File: src/rtl/awaiba_pkg.sv
// Shared definitions for the Awaiba capture/transmit blocks.
// Holds the default pixel word width, the default frame geometry and the
// framing FSM state encoding.
package awaiba_pkg;

  localparam int unsigned DW           = 13;
  localparam int unsigned DEF_LINE_LEN = 250;
  localparam int unsigned DEF_LINES    = 250;
  localparam int unsigned DEF_GAP      = 4;

  typedef enum logic [1:0] {
    ST_IDLE = 2'd0,
    ST_LINE = 2'd1,
    ST_GAP  = 2'd2,
    ST_DONE = 2'd3
  } state_e;

endpackage

File: src/rtl/awaiba_out_reg.sv
// One-entry output register with a valid/ready handshake.
// Ports:
//   clk, rst_n   clock, asynchronous active-low reset
//   load         write in_data this cycle (caller only asserts when space_c=1)
//   in_data      word to hold
//   out_ready    downstream accepts out_data
//   out_data     held word, stable while out_valid=1 and out_ready=0
//   out_valid    held word is valid
//   space_c      register can take a word this cycle (combinational on out_ready)
module awaiba_out_reg #(
  parameter int unsigned W = 13
) (
  input  logic         clk,
  input  logic         rst_n,
  input  logic         load,
  input  logic [W-1:0] in_data,
  input  logic         out_ready,
  output logic [W-1:0] out_data,
  output logic         out_valid,
  output logic         space_c
);

  // Empty, or emptying this cycle: allows a reload on the same edge.
  assign space_c = ~out_valid | out_ready;

  always_ff @(posedge clk or negedge rst_n) begin
    if (!rst_n) begin
      out_valid <= 1'b0;
      out_data  <= '0;
    end else if (load) begin
      out_valid <= 1'b1;
      out_data  <= in_data;
    end else if (out_valid && out_ready) begin
      out_valid <= 1'b0;
    end
  end

endmodule

File: src/rtl/awaiba_frame_tx.sv
// Awaiba frame transmitter: forwards system pixel words to the connector
// interface as LINES lines of LINE_LEN words with GAP idle cycles between
// lines. A frame starts on sync (level-sampled) while idle.
// Optional build macro AWAIBA_TX_PATTERN_EN: an internal pattern
// (line_cnt + load_cnt) replaces data_in/valid_in.
// Ports:
//   clk, reset_n         system clock, asynchronous active-low reset
//   sync                 frame start request
//   data_in, valid_in    system word stream
//   ready_out            block accepts data_in this cycle (combinational on ready)
//   data, valid, ready   connector word stream
//   busy                 frame in progress
//   frame_done           one-cycle pulse once the frame has completed
module awaiba_frame_tx #(
  parameter int unsigned DW       = awaiba_pkg::DW,
  parameter int unsigned LINE_LEN = awaiba_pkg::DEF_LINE_LEN,
  parameter int unsigned LINES    = awaiba_pkg::DEF_LINES,
  parameter int unsigned GAP      = awaiba_pkg::DEF_GAP
) (
  input  logic          clk,
  input  logic          reset_n,
  input  logic          sync,
  input  logic [DW-1:0] data_in,
  input  logic          valid_in,
  output logic          ready_out,
  output logic [DW-1:0] data,
  output logic          valid,
  input  logic          ready,
  output logic          busy,
  output logic          frame_done
);
  import awaiba_pkg::*;

  localparam int unsigned CW = $clog2(LINE_LEN + 1);
  localparam int unsigned LW = (LINES > 1) ? $clog2(LINES) : 1;
  localparam int unsigned GW = $clog2(GAP + 1);

  state_e        state, state_nxt;
  logic [CW-1:0] load_cnt, out_cnt;
  logic [LW-1:0] line_cnt;
  logic [GW-1:0] gap_cnt;
  logic [DW-1:0] src_data;
  logic          src_valid;
  logic          space_c, load, out_xfer, line_end, gap_end, last_line;

  // Word source: external stream or internal test pattern.
`ifdef AWAIBA_TX_PATTERN_EN
  logic unused_in;
  assign unused_in = ^{data_in, valid_in};
  assign src_data  = DW'(32'(line_cnt) + 32'(load_cnt));
  assign src_valid = 1'b1;
`else
  assign src_data  = data_in;
  assign src_valid = valid_in;
`endif

  assign ready_out = (state == ST_LINE) && (load_cnt < CW'(LINE_LEN)) && space_c;
  assign load      = src_valid && ready_out;
  assign out_xfer  = valid && ready;
  assign line_end  = out_xfer && (out_cnt == CW'(LINE_LEN - 1));
  assign gap_end   = (gap_cnt == GW'(GAP - 1));
  assign last_line = (line_cnt == LW'(LINES - 1));

  awaiba_out_reg #(.W(DW)) u_out_reg (
    .clk       (clk),
    .rst_n     (reset_n),
    .load      (load),
    .in_data   (src_data),
    .out_ready (ready),
    .out_data  (data),
    .out_valid (valid),
    .space_c   (space_c)
  );

  // State register; busy/frame_done registered from the next state.
  always_ff @(posedge clk or negedge reset_n) begin
    if (!reset_n) begin
      state      <= ST_IDLE;
      busy       <= 1'b0;
      frame_done <= 1'b0;
    end else begin
      state      <= state_nxt;
      busy       <= (state_nxt != ST_IDLE);
      frame_done <= (state_nxt == ST_DONE);
    end
  end

  // Next-state logic.
  always_comb begin
    state_nxt = state;
    case (state)
      ST_IDLE: if (sync)     state_nxt = ST_LINE;
      ST_LINE: if (line_end) state_nxt = ST_GAP;
      ST_GAP:  if (gap_end)  state_nxt = last_line ? ST_DONE : ST_LINE;
      ST_DONE:               state_nxt = ST_IDLE;
      default:               state_nxt = ST_IDLE;
    endcase
  end

  // Pixel, line and gap counters; word counters clear on every LINE entry.
  always_ff @(posedge clk or negedge reset_n) begin
    if (!reset_n) begin
      load_cnt <= '0;
      out_cnt  <= '0;
      line_cnt <= '0;
      gap_cnt  <= '0;
    end else begin
      case (state)
        ST_IDLE: begin
          if (sync) begin
            load_cnt <= '0;
            out_cnt  <= '0;
            line_cnt <= '0;
          end
        end
        ST_LINE: begin
          gap_cnt <= '0;
          if (load)     load_cnt <= load_cnt + CW'(1);
          if (out_xfer) out_cnt  <= out_cnt + CW'(1);
        end
        ST_GAP: begin
          gap_cnt <= gap_cnt + GW'(1);
          if (gap_end && !last_line) begin
            line_cnt <= line_cnt + LW'(1);
            load_cnt <= '0;
            out_cnt  <= '0;
          end
        end
        default: ;
      endcase
    end
  end

endmodule

File: config.mk
export PLATFORM = sky130hd
export DESIGN_NAME = awaiba_frame_tx
export DESIGN_NICKNAME = d
export VERILOG_FILES = /design/src/rtl/awaiba_pkg.sv /design/src/rtl/awaiba_out_reg.sv /design/src/rtl/awaiba_frame_tx.sv
export SDC_FILE = /design/constraint.sdc
export NUM_CORES = 1
export LEC_CHECK = 0
export BUFFER_PORTS_ARGS = -buffer_cell sky130_fd_sc_hd__buf_2
export CORE_ASPECT_RATIO = 0.75
export CORE_UTILIZATION = 40
export DETAILED_ROUTE_END_ITERATION = 16
export GPL_TIMING_DRIVEN = 0
export PLACE_DENSITY_LB_ADDON = 0.08
export SLEW_MARGIN = 20
export SYNTH_ARGS = -nofsm -noshare
export SYNTH_HDL_FRONTEND = slang
export SYNTH_HIERARCHICAL = 1
export SYNTH_SLANG_ARGS = --single-unit
File: constraint.sdc
create_clock -name clk -period 1.95 [get_ports clk]
set_clock_uncertainty 0.05 [all_clocks]
set_input_delay 0.0975 -clock clk [delete_from_list [all_inputs] [get_ports clk]]
set_output_delay 0.0975 -clock clk [all_outputs]
set_load 0.1 [all_outputs]
Word-level counts from Yosys, hierarchy flattened
Index checks and enable logic that the tools add are counted.
{"block": "totals", "word_cells": 59, "inputBits": 18, "ff_bits": 45, "output_inout_bits": 17}
{"block": "classes", "addsub": 4, "n_lt_le_gt_ge": 1, "n_mux": 16, "eq_ne": 11, "reduce_logical": 16, "bitwise_logic": 2}
{"operator": "8-bit case mux with 3 select lines", "count": 2}
{"operator": "8-bit two-way mux", "count": 5}
{"operator": "8-bit by 1-bit adder with 8-bit output (second input constant)", "count": 3}
{"operator": "8-bit == test (second input constant)", "count": 2}
{"operator": "8-bit case mux with 2 select lines", "count": 1}
{"operator": "8-bit less-than comparator (second input constant)", "count": 1}
{"operator": "2-bit two-way mux", "count": 4}
{"operator": "2-bit != test (second input constant)", "count": 4}
{"operator": "2-bit case mux with 4 select lines", "count": 1}
{"operator": "4-bit AND reduction", "count": 2}
{"operator": "2-bit nonzero test", "count": 4}
{"operator": "2-bit == test (second input constant)", "count": 3}
{"operator": "1-bit logical AND", "count": 6}
{"operator": "3-bit case mux with 2 select lines", "count": 1}
{"operator": "3-bit by 1-bit adder with 3-bit output (second input constant)", "count": 1}
{"operator": "3-bit by 2-bit == test with 1-bit output (second input constant)", "count": 1}
{"operator": "3-bit AND reduction", "count": 1}
{"operator": "3-bit nonzero test", "count": 1}
{"operator": "2-bit by 1-bit == test with 1-bit output (second input constant)", "count": 1}
{"operator": "2-bit zero test", "count": 1}
{"operator": "1-bit two-way mux", "count": 2}
{"operator": "1-bit zero test", "count": 1}
{"operator": "1-bit inverter", "count": 1}
{"operator": "1-bit OR", "count": 1}

Logic depth before layout (Yosys ltp)
{"block": "logic_depth", "depth_word": 6, "ltp_mapped": 9, "ltp_nobuf": 7}

Hierarchy
The synthesis kept the hierarchy.
{"module": "awaiba_frame_tx", "area_per_inst_um2": 1854.3, "cells_per_inst": 199, "n_inst": 1}
{"module": "awaiba_out_reg", "area_per_inst_um2": 520.5, "cells_per_inst": 30, "n_inst": 1}

Least setup slack after synthesis
Ideal clock, no wire load.
{"block": "synth_path", "path_kind": "register -> register", "start": "register u_out_reg.out_valid", "end": "register u_out_reg.out_data[0]", "n_path_buf": 1, "path_slack_ns": -0.904, "stages_incl_launch_ff": 6, "setup_time_ns": 0.125, "arrival_time_ns": 2.678, "t_required_ns": 1.775, "cell_sequence": "dfrtp_1 > nand2b_1 > o311a_1 > and2_1 > buf_6 > mux2_2"}
{"block": "synth_between", "elab_chain_cells": 4}
{"element": "start, declared", "line": "awaiba_out_reg.sv:19", "text": "output logic out_valid,"}
{"element": "start signal, assigned", "line": "awaiba_out_reg.sv:28", "text": "out_valid <= 1'b0;"}
{"element": "start signal, assigned", "line": "awaiba_out_reg.sv:31", "text": "out_valid <= 1'b1;"}
{"element": "start signal, assigned", "line": "awaiba_out_reg.sv:34", "text": "out_valid <= 1'b0;"}
{"element": "1-bit inverter", "line": "awaiba_out_reg.sv:24", "text": "assign space_c = ~out_valid | out_ready;"}
{"element": "1-bit OR", "line": "awaiba_out_reg.sv:24"}
{"element": "named net space_c", "line": "awaiba_frame_tx.sv:44", "text": "logic space_c, load, out_xfer, line_end, gap_end, last_line;"}
{"element": "1-bit logical AND", "line": "awaiba_frame_tx.sv:57", "text": "assign ready_out = (state == ST_LINE) && (load_cnt < CW'(LINE_LEN)) && space_c;"}
{"element": "named net ready_out", "line": "awaiba_frame_tx.sv:25", "text": "output logic ready_out,"}
{"element": "1-bit logical AND", "line": "awaiba_frame_tx.sv:58", "text": "assign load = src_valid && ready_out;"}
{"element": "named net load", "line": "awaiba_frame_tx.sv:44"}
{"element": "end signal, assigned", "line": "awaiba_out_reg.sv:32", "text": "out_data <= in_data;"}
{"element": "end, declared", "line": "awaiba_out_reg.sv:18", "text": "output logic [W-1:0] out_data,"}
The timed path passes the listed nets, and every way through them passes these cells.
A chain may end at the register's enable or synchronous reset.

Worst setup path after layout
{"block": "layout_path", "start": "register state[0]", "end": "register load_cnt[4]"}
{"block": "layout_between", "elab_chain_cells": 6, "elab_cells_between_ends": 12, "cone_classes": "eq/ne: 5; mux: 1; reduce/logical: 6"}
{"element": "start, declared", "line": "awaiba_frame_tx.sv:38", "text": "state_e state, state_nxt;"}
{"element": "start signal, assigned", "line": "awaiba_frame_tx.sv:82", "text": "state <= state_nxt;"}
{"element": "2-bit by 1-bit == test with 1-bit output", "line": "awaiba_frame_tx.sv:57, awaiba_frame_tx.sv:108"}
{"element": "1-bit logical AND (2 in series)", "line": "awaiba_frame_tx.sv:57"}
{"element": "1-bit logical AND", "line": "awaiba_frame_tx.sv:58"}
{"element": "2-bit != test (no source line)"}
{"element": "4-bit AND reduction (no source line)"}
{"element": "end signal, assigned", "line": "awaiba_frame_tx.sv:118", "text": "if (load) load_cnt <= load_cnt + CW'(1);"}
{"element": "end, declared", "line": "awaiba_frame_tx.sv:39", "text": "logic [CW-1:0] load_cnt, out_cnt;"}
Parallel ways exist; a longest one is shown, timed or not.

==> out/qor.yml <==
yosys:
  ys_ff_latch: 45
  yosys-top-cells-count: "dfrtp_1, nand2_1, inv_1, mux2_2, nor2_1"
  syn_area_um2: 2375
  synth_area_leaders: "dfrtp_1, mux2_2, ha_1"
  yosysMostFrequentCell: "dfrtp_1"
  synthFlopType: "dfrtp_1"
  seq_area_frac_synth_pct: 47.42
  synth_async_sr_flop_share_pct: 100.0
  synth_top_area_cell: "dfrtp_1"
  synth_area_per_cell_um2: 10.37
  synth_nets: 258
  yosysWarnings: 6
  netlist_instances: 229
  synth_top_area_share_pct: 47.42
  synthDistinctLibCells: 45
  synth_edf_count: 0
layout:
  insertedDiodeCount: 0
  ff_latch_area_um2: 1131
  fin_area_um2: 3187
  syn_to_final_growth_pct: 34.19
  drive_gt1_share_pct: 35.76
  fin_nets: 330
  nFillCells: 500
  multi_input_area_um2: 1280
worst_setup_path:
  crit_buf_inv: 2
  cp.arrival_ps: 2180
  cp-end-kind: "flip-flop"
  cp.depth: 8
  critical_path_required_ps: 2130
  critPathCapture: "load_cnt[4]"
  path_cells: "inv_2 > ha_4 > nor2b_4 > or2_4 > a21o_1 > buf_6 > or4_4 > o211ai_2"
  timing.rr.end: "load_cnt[4]"
  critPathTopFamily: "simple AND/OR/NAND/NOR gates"
  critPathKind: "flip-flop to flip-flop"
  crit_fanout: 8
  reg2reg_depth: 8
  cp_slowest_cell: "or4_4"
  rrSetupSlack_ps: -40
  crit_path_start: "state[0]"
  crit_path_start_kind: "flip-flop"
  r2r_start: "state[0]"
  max_stage_delay_ps: 410
placement:
  gp_congestion: 0.7300
  place_hpwl_mm: 3.492
  portBuffers: 34
  placed_cell_area_um2: 2699
global_routing:
  antenna_found_initial: 0
  overflow: 0
  grt_pass1_wl_mm: 8.776
  grt_pass1_vias: 1806
  grt_max_degree: 46
  track_usage_pct: 18.42
timing:
  rsz0062_at_grt: "yes"
  period_minus_slack_ps: 1994
  holdWs_ps: 82.62
  hold_viol: 0
  max_freq_mhz: 501.4
  fin_ws_ps: -44.39
  post-route-period-util_pct: 102.3
  relSlewSlack_pct: 62.72
  drv_slew: 0
  tightest_slew_ps: 559.2
  setup-violations-final: 3
clocking:
  htree_levels: 2
  clkSlewWorstSetupHoldPaths_ps: 90
  clk_path_buf_depth: 2
  cts_buffers: 5
  tritoncts: "built"
  root_buffer: "clkbuf_8"
  cts_sinks: 45
  clk_latency_ps: 310
floorplanning:
  num_rows: 23
  boundaryPins: 35
  die_x_um: 90.97
  dieArea_um2: 6252
  die_y_um: 68.73
  core_area_um2: 5525
  initial_utilization_pct: 42.98
route:
  ant_nets: 0
  wl_per_cell_um: 14.30
  drc: 0
  vias: 1931
  route.met3.wl_um: 208
  maxUsedRoutingLayer: "met4"
  met1_length_mm: 2.871
  drt_iter0_drc: 59
  via_per_inst: 5.122
  drt-total-wl_mm: 5.391
  dr.pass1.iters: 4
  wl_met2_mm: 2.239
hold_path:
  hold_path.class: "input port to flip-flop"
pwr:
  powerDensity_nw_per_um2: 842.1
  peakVddDrop_mv: 0.4710
  p_leak_nw: 1.482
outcome:
  violations: "setup timing"
  status: "finished with violations"
flow_run:
  drv_cap: 0
[cell type report]
| type | instances | share of cell area, % |
|---|---|---|
| inverter | 15 | 1.767 |
| clock inverter | 2 | 0.5497 |
| sequential | 45 | 35.49 |
| clock buffer | 6 | 2.591 |
| timing repair buffer | 66 | 14.80 |
| multi-input combinational | 162 | 40.16 |
| tap | 75 | 2.945 |
| buffer | 6 | 1.688 |
[sequential cells by signal, indices dropped and copies added (netlist names)]
| name | cells |
|---|---|
| u_out_reg/out_data | 13 |
| gap_cnt | 3 |
| load_cnt | 8 |
| frame_done | 1 |
| u_out_reg/out_valid | 1 |
| out_cnt | 8 |
| busy | 1 |
| line_cnt | 8 |
| state | 2 |
[layer usage]
metal / vias to the layer above / track usage, %
met5: - / 0
met4: 0 / 6.548
met3: 7 / 4.715
met2: 33 / 27.56
met1: 923 / 26.01
li1: 968 / -
[repair_timing]
action,4_1_cts,5_1_grt
pin swaps,11,10
endpoints found under the setup margin,21,28
setup buffers,9,8
resized for setup,18,12
endpoints found under the hold margin,58,0
cloned,0,1
hold buffers,14,0
[cells in the final DEF (no fill, tap or decap), types with 6 or more instances in the layout]
cell type,n
nor2_1,15
clkbuf_8,6
buf_2,32
ha_1,8
dlygate4sd3_1,14
nand3_1,10
o211ai_1,6
o21ai_0,9
buf_4,19
dfrtp_1,43
inv_1,13
mux2_2,13
nand4_1,6
nand2_1,21
[per-stage QoR]
step                      worst slack [ps]  setup TNS, ps  power, mW  utilization (%)  std cells
after CTS                           -94.04         -288.7      2.688            55.77        369
after global placement              -206.8          -1874      1.972            48.85        338
after detailed placement            -217.2          -2027      1.979            48.85        338
final                               -44.39         -88.25      2.684            57.68        377
after global routing                -128.5         -913.3      2.835            57.68        377
after floorplan                     -90.54         -921.8      1.821                -        229
[worst min path at each step]
stage | from | to | depth (start not counted)
2_1_floorplan | reset_n | busy | 0
3_3_place_gp | reset_n | line_cnt[6] | 1
3_5_place_dp | reset_n | line_cnt[6] | 1
4_1_cts | ready | u_out_reg/out_valid | 3
5_1_grt | ready | u_out_reg/out_valid | 3
6_report | ready | u_out_reg/out_valid | 3
[tightest hold or removal path: stages]
cell and delay, ps:
buf_2 110, nand2b_4 150, nand2b_1 50
[power by group]
group / total [mW] / switching, mW / internal [mW]
clock: 0.645 / 0.350 / 0.295
combinational: 0.825 / 0.537 / 0.288
sequential: 1.21 / 0.142 / 1.07
total: 2.68 / 1.03 / 1.65
[cell families after synthesis]
family / synth area share [%]
AND/OR/NAND/NOR: 20.60
multiplexers: 7.113
XOR/XNOR: 1.844
AO/OA/AOI/OAI: 13.01
flip-flops: 47.42
adder cells (fa/ha/maj): 5.795
buffers and inverters: 4.215
(Power assumes the default switching activity.)
